$ cat config.mk
export PLATFORM = sky130hd
export DESIGN_NAME = bin2bcd_seq
export DESIGN_NICKNAME = d
export VERILOG_FILES = /design/src/rtl/bin2bcd_seq.sv
export SDC_FILE = /design/constraint.sdc
export NUM_CORES = 1
export LEC_CHECK = 0
export ABC_CLOCK_PERIOD_IN_PS = 1600
export BUFFER_PORTS_ARGS = -buffer_cell sky130_fd_sc_hd__buf_2
export CAP_MARGIN = 20
export CORE_ASPECT_RATIO = 0.7
export CORE_MARGIN = 3
export CORE_UTILIZATION = 25
export DETAILED_ROUTE_END_ITERATION = 7
export GPL_ROUTABILITY_DRIVEN = 0
export SLEW_MARGIN = 5
export SYNTH_ARGS = -nofsm -noshare
export SYNTH_HDL_FRONTEND = slang
export SYNTH_SLANG_ARGS = --single-unit
$ cat constraint.sdc
create_clock -name i_CLK -period 1.6 [get_ports i_CLK]
set_input_delay 0 -clock i_CLK [delete_from_list [all_inputs] [get_ports i_CLK]]
set_output_delay 0 -clock i_CLK [all_outputs]
set_load 0.02 [all_outputs]
$ cat src/rtl/bin2bcd_seq.sv
// ============================================================================
// Module   : bin2bcd_seq
// Brief    : Sequential double-dabble binary-to-BCD converter, one bit per
//            clock, with registered digit outputs and a one-cycle done pulse.
// Revision : 1.0 - initial release
// ============================================================================
`default_nettype none

module bin2bcd_seq #(
    parameter int WIDTH   = 14,
    parameter int MAX_VAL = 9999
) (
    input  logic             i_CLK,
    input  logic             i_RST_N,
    input  logic             i_Start,
    input  logic [WIDTH-1:0] i_Bin,
    output logic             o_Busy,
    output logic             o_Done,
    output logic             o_Overflow,
    output logic [3:0]       o_Digit_1,
    output logic [3:0]       o_Digit_2,
    output logic [3:0]       o_Digit_3,
    output logic [3:0]       o_Digit_4
);

    localparam logic [1:0] c_IDLE  = 2'd0;
    localparam logic [1:0] c_SHIFT = 2'd1;
    localparam logic [1:0] c_DONE  = 2'd2;

    logic [1:0]       state_q,    state_d;
    logic [WIDTH-1:0] bin_q,      bin_d;
    logic [15:0]      scratch_q,  scratch_d;
    logic [4:0]       cnt_q,      cnt_d;
    logic             ovf_pend_q, ovf_pend_d;
    logic [15:0]      digits_q,   digits_d;
    logic             overflow_q, overflow_d;

    logic [15:0]      adj;
    logic [31:0]      bin_ext;

    // Add-3 correction is applied per nibble with no carry between digits.
    genvar n;
    generate
        for (n = 0; n < 4; n++) begin : g_nibble
            assign adj[4*n +: 4] = (scratch_q[4*n +: 4] >= 4'd5)
                                 ? scratch_q[4*n +: 4] + 4'd3
                                 : scratch_q[4*n +: 4];
        end
    endgenerate

    assign bin_ext = {{(32-WIDTH){1'b0}}, i_Bin};

    always_comb begin
        state_d    = state_q;
        bin_d      = bin_q;
        scratch_d  = scratch_q;
        cnt_d      = cnt_q;
        ovf_pend_d = ovf_pend_q;
        digits_d   = digits_q;
        overflow_d = overflow_q;

        case (state_q)
            c_IDLE: begin
                if (i_Start) begin
                    state_d    = c_SHIFT;
                    bin_d      = i_Bin;
                    scratch_d  = 16'd0;
                    cnt_d      = 5'(WIDTH);
                    ovf_pend_d = (bin_ext > 32'(MAX_VAL));
                end
            end
            c_SHIFT: begin
                scratch_d = {adj[14:0], bin_q[WIDTH-1]};
                bin_d     = bin_q << 1;
                cnt_d     = cnt_q - 5'd1;
                // Digits are published only on the final iteration edge.
                if (cnt_q == 5'd1) begin
                    state_d = c_DONE;
                    if (ovf_pend_q) begin
                        digits_d   = 16'h9999;
                        overflow_d = 1'b1;
                    end else begin
                        digits_d   = {adj[14:0], bin_q[WIDTH-1]};
                        overflow_d = 1'b0;
                    end
                end
            end
            c_DONE: begin
                state_d = c_IDLE;
            end
            default: begin
                state_d = c_IDLE;
            end
        endcase
    end

    always_ff @(posedge i_CLK or negedge i_RST_N) begin
        if (!i_RST_N) begin
            state_q    <= c_IDLE;
            bin_q      <= '0;
            scratch_q  <= 16'd0;
            cnt_q      <= 5'd0;
            ovf_pend_q <= 1'b0;
            digits_q   <= 16'd0;
            overflow_q <= 1'b0;
        end else begin
            state_q    <= state_d;
            bin_q      <= bin_d;
            scratch_q  <= scratch_d;
            cnt_q      <= cnt_d;
            ovf_pend_q <= ovf_pend_d;
            digits_q   <= digits_d;
            overflow_q <= overflow_d;
        end
    end

    assign o_Busy     = (state_q == c_SHIFT);
    assign o_Done     = (state_q == c_DONE);
    assign o_Overflow = overflow_q;
    assign o_Digit_1  = digits_q[15:12];
    assign o_Digit_2  = digits_q[11:8];
    assign o_Digit_3  = digits_q[7:4];
    assign o_Digit_4  = digits_q[3:0];

endmodule

`default_nettype wire

Word level (Yosys, flattened, before mapping). Index checks and enable logic that the tools add are counted.

Register bits after elaboration: 55. Input port bits: 17. Output and inout bits: 19. Logic and storage cells: 43.

$add $sub $neg: 5. $lt $le $gt $ge: 5. Equal/unequal tests: 5. Muxes and demuxes: 15. Reductions and logical operators: 6.

Operator list (count): $mux W16 (2); $pmux W16 S2 (1); $pmux W14 S2 (1); $ge A4 B3 Y1 const B (4); $gt A14 B14 Y1 const B (1); $mux W14 (1); $add A4 B2 Y4 const B (3); $mux W4 (3); $pmux W5 S2 (1); $reduce_and A2 Y1 (4); $eq A5 B1 Y1 const B (1); $mux W5 (1); $sub A5 B1 Y5 const B (1); $mux W2 (2); $pmux W2 S2 (1); $add A3 B2 Y3 const B (1); $mux W3 (1); $eq A2 B1 Y1 const B (1); $eq A2 B2 Y1 const B (1); $logic_not A2 Y1 (1); $ne A2 B1 Y1 const B (1); $ne A2 B2 Y1 const B (1); $reduce_bool A2 Y1 (1); $mux W1 (1).

Longest topological paths before layout.
Depth in word-level cells: 3. Depth in mapped cells: 8. Depth with buffers taken out: 7.

Least setup slack after synthesis. No wires, ideal clock.

Kind: register to register. From: register scratch_q[4]. To: register scratch_q[6]. Library setup time: 0.083 ns. Arrival time: 1.410 ns. Data required time: 1.517 ns. Slack: 0.107 ns. Cell stages (with the launch flop): 7. Path buffers: 0. Period minus slack after synthesis: 1.493 ns. Cells stage by stage: dfrtp_1 > inv_1 > ha_1 > nand2b_1 > a21oi_1 > mux2_2 > o21ai_0.

Word-level cells in the longest chain between the ends: 3. Elaborated cells on any way between the ends: 4. Those cells by class: 1 x add/sub; 1 x order compare; 2 x mux.

Ends and longest elaborated chain: from (decl) (RTL line 32) `logic [15:0] scratch_q, scratch_d;`; from (signal assigned) (RTL line 109) `scratch_q <= scratch_d;`; $add A4 B2 Y4 / $ge A4 B3 Y1 (equally long branches) (RTL line 46, 45); $mux W4 (*) (RTL line 46) `? scratch_q[4*n +: 4] + 4'd3`; $pmux W16 S2 (*) (RTL line 62) `case (state_q)`.

Every way passes the cells marked *; elsewhere a longest branch is shown, timed or not. A chain may end at the register's enable or synchronous reset.

Worst setup path in the final report.
From: register scratch_q[8]. To: register scratch_q[10].

The elaborated chain is that of the path after synthesis.

==> impl_metrics.tcl <==
set metrics [dict create \
    clock-sinks 55 \
    vias 2118 \
    synthAdderAreaFrac_pct 4.82 \
    nNetsFinal 352 \
    multiInputGateArea_sq_um 1160 \
    num_rows 30 \
    synth-seq-cells 55 \
    drcViolationCount 0 \
    synth-main-ff-cell "dfrtp_1" \
    grt_pass1_vias 2077 \
    io_buffers 35 \
    syn_nets 288 \
    crit_type "flip-flop to flip-flop" \
    clock_skew_ns 0.00321 \
    cpPeakStageDelay_ns 0.40 \
    drt_pass1_iterations 4 \
    core_sq_um 9910 \
    syn_avg_cell_area_sq_um 9.95 \
    synth_compound_area_share_pct 17.5 \
    worstPathArrival_ns 1.74 \
    cts_buffers 5 \
    dp_cells 425 \
    finalSetupViolations 0 \
    cts_root_buffer "clkbuf_16" \
    synth_edf_count 0 \
    drt_iter0_drc 166 \
    cts_tree "yes" \
    slew_violations 0 \
    dp.final_hpwl_microns 4360 \
    synthArstFlopShare_pct 100 \
    syn_to_final_growth_pct 29.8 \
    track_usage_pct 10.9 \
    cp-start-kind "flip-flop" \
    drive_gt1_share_pct 28.0 \
    crit_path_cell_trace "inv_1, ha_2, nand2b_1, a21oi_2, mux2_2, o21ai_0" \
    final_cells 453 \
    final.min_clock_period_ns 1.53 \
    cp_max_fo 4 \
    fp.dieH_microns 91.3 \
    worstMarginPinSlew_ns 0.496 \
    synth_top_family_by_area "compound AO/OA/AOI/OAI gates" \
    grt_overflow 0 \
    routedWlPerCell_microns 13.9 \
    grt_max_degree 33 \
    design_area_sq_um 3370 \
    status "finished clean" \
    cp-end-kind "flip-flop" \
    crit_path_top_delay_cell "dfrtp_1" \
    synthSimpleGateAreaFrac_pct 17.4 \
    n_fill_cell 1019 \
    dieArea_sq_um 11700 \
    final-hold-violation-count 0 \
    yosysWarnings 0 \
    grt_pass1_wl_microns 10400 \
    cts_buffer_depth 2 \
    die-width_microns 128 \
    ys_seq_area_share_pct 53.0 \
    seqCellArea_sq_um 1380 \
    cpLargestDelayFamily "flip-flops" \
    crit_required_ns 1.81 \
    powerDensity_nw_per_um2 1970 \
    syn_area_sq_um 2600 \
    syn_inst 261 \
    synth-xor-area-share_pct 1.35 \
    wl_microns 6300 \
    clkLatencyLatePin_ns 0.29 \
    antenna_found_initial 1 \
    vias_per_cell 4.68 \
    htreeDepth 2 \
    synthMuxAreaShare_pct 1.69 \
    n_antenna_cell 0 \
    rsz0062_at_grt "true" \
    final_antenna_net_count 0 \
    min-delay-path-class "input port to async pin" \
    io_pins 36 \
    irDropWorstVdd_mv 0.571 \
    post-route-period-util_pct 95.4 \
    synth_cell_types 40 \
    clk_pin_slew_ns 0.07 \
    maxCapViolations 0 \
    slew_headroom_pct 66.9 \
    dpl_cell_area_sq_um 2980 \
    leakage_uw 0.00153 \
    start_util_pct 26.2 \
    clock.fmax_mhz 655 \
    cp_num_buf_inv 1 \
]
==> final cells by class <==
class | count | area share, %
clock buffer | 6 | 4.12
clock inverter | 1 | 0.148
inverter | 13 | 1.52
multi-input combinational | 182 | 34.3
sequential | 55 | 40.9
tap | 128 | 4.75
timing repair buffer | 68 | 14.3
==> layout by cell type, fill, tap and decap left out, types with 4 or more instances in the layout <==
master / count
a21oi_1: 5
a21oi_2: 5
a22oi_1: 13
buf_2: 35
buf_4: 16
clkbuf_16: 5
dfrtp_1: 54
dlygate4sd3_1: 15
ha_1: 6
ha_2: 4
inv_1: 8
inv_2: 4
nand2_1: 46
nand2b_1: 4
nand3_1: 10
nor2_1: 9
nor3_1: 6
o21ai_0: 28
o21ai_1: 6
or3b_2: 4
xnor2_1: 4
==> registers in the layout (all words and copies together), names as in the netlist <==
| signal | flops |
|---|---|
| digits_q | 16 |
| scratch_q | 16 |
| bin_q | 14 |
| cnt_q | 5 |
| state_q | 2 |
| o_Overflow | 1 |
| ovf_pend_q | 1 |
==> per-stage QoR <==
| step | util, % | worst slack (ns) | power [uW] | TNS [ns] | hold slack [ns] |
|---|---|---|---|---|---|
| CTS | 33.2 | 0.00852 | 6480 | 0 | 0.222 |
| global placement | 30.0 | 0.0382 | 5180 | 0 | 0.00122 |
| global route | 34.0 | -0.00680 | 7140 | -0.00822 | 0.255 |
| detailed placement | 30.0 | -0.0411 | 5290 | -0.0571 | 0.000702 |
| finish | 34.0 | 0.0740 | 6640 | 0 | 0.208 |
| floorplan | - | 0.107 | 4370 | 0 | -0.296 |
==> cells by family (layout without fill, tap and decap cells) <==
family / after synthesis / after routing
adders and majority gates: 10 / 10
AOI/OAI and AO/OA: 73 / 73
buffers and inverters: 24 / 88
DFF: 55 / 55
and+or+nand+nor: 91 / 91
xor gates and xnor gates: 4 / 4
muxes: 4 / 4
==> power breakdown <==
group          total (uW)  internal (uW)  switching [uW]
combinational        3060           1320            1740
clock                1090            613             479
sequential           2490           2010             483
total                6640           3940            2700
==> synthesized netlist by cell type, types with 2 or more instances <==
library cell	instances	area, sq um
nand2_1	46	173
nand2b_1	4	25.0
xnor2_1	4	35.0
dfrtp_1	55	1380
nor2_1	9	33.8
clkbuf_1	3	11.3
a31oi_1	2	12.5
a41oi_1	3	26.3
a211oi_1	2	15.0
nand2_2	2	12.5
or3b_2	4	35.0
o21ai_0	32	160
nor2_2	2	12.5
inv_1	11	41.3
a21oi_1	10	50.1
nor3b_1	3	22.5
nor3_1	6	30.0
nand3_1	10	50.1
a22o_1	2	17.5
o21ai_1	2	10.0
mux2_2	3	33.8
ha_1	10	125
o311ai_0	2	17.5
buf_2	6	30.0
a22oi_1	13	97.6
==> worst paths after layout <==
| kind | start | end | slack [ns] | cells past startpoint |
|---|---|---|---|---|
| worst max-delay path | scratch_q[8] | scratch_q[10] | 0.07 | 6 |
| worst min-delay path | i_RST_N | scratch_q[5] | 0.21 | 2 |
| worst max register to register | scratch_q[8] | scratch_q[10] | 0.07 | 6 |
| worst min register to register | digits_q[0] | digits_q[0] | 0.46 | 2 |
| max in group asynchronous | i_RST_N | scratch_q[0] | 0.74 | 3 |
| min in group i_CLK | i_Start | state_q[0] | 0.35 | 3 |
==> timing repair <==
action                     4_1_cts  5_1_grt
setup buffers                    0        6
hold buffers                    15        0
setup endpoints to repair        7       25
cloned                           0        0
pin swaps                        0        6
hold endpoints to repair        34        0
resized for setup                6       20
==> routing by layer <==
layer | share of wire, % | GRT usage [%]
met1 | 51 | 16.5
met2 | 43 | 15.6
met3 | 4.6 | 2.23
met4 | 0.91 | 3.18
met5 | 0.27 | 0
Power figures use the tool's default switching activity.
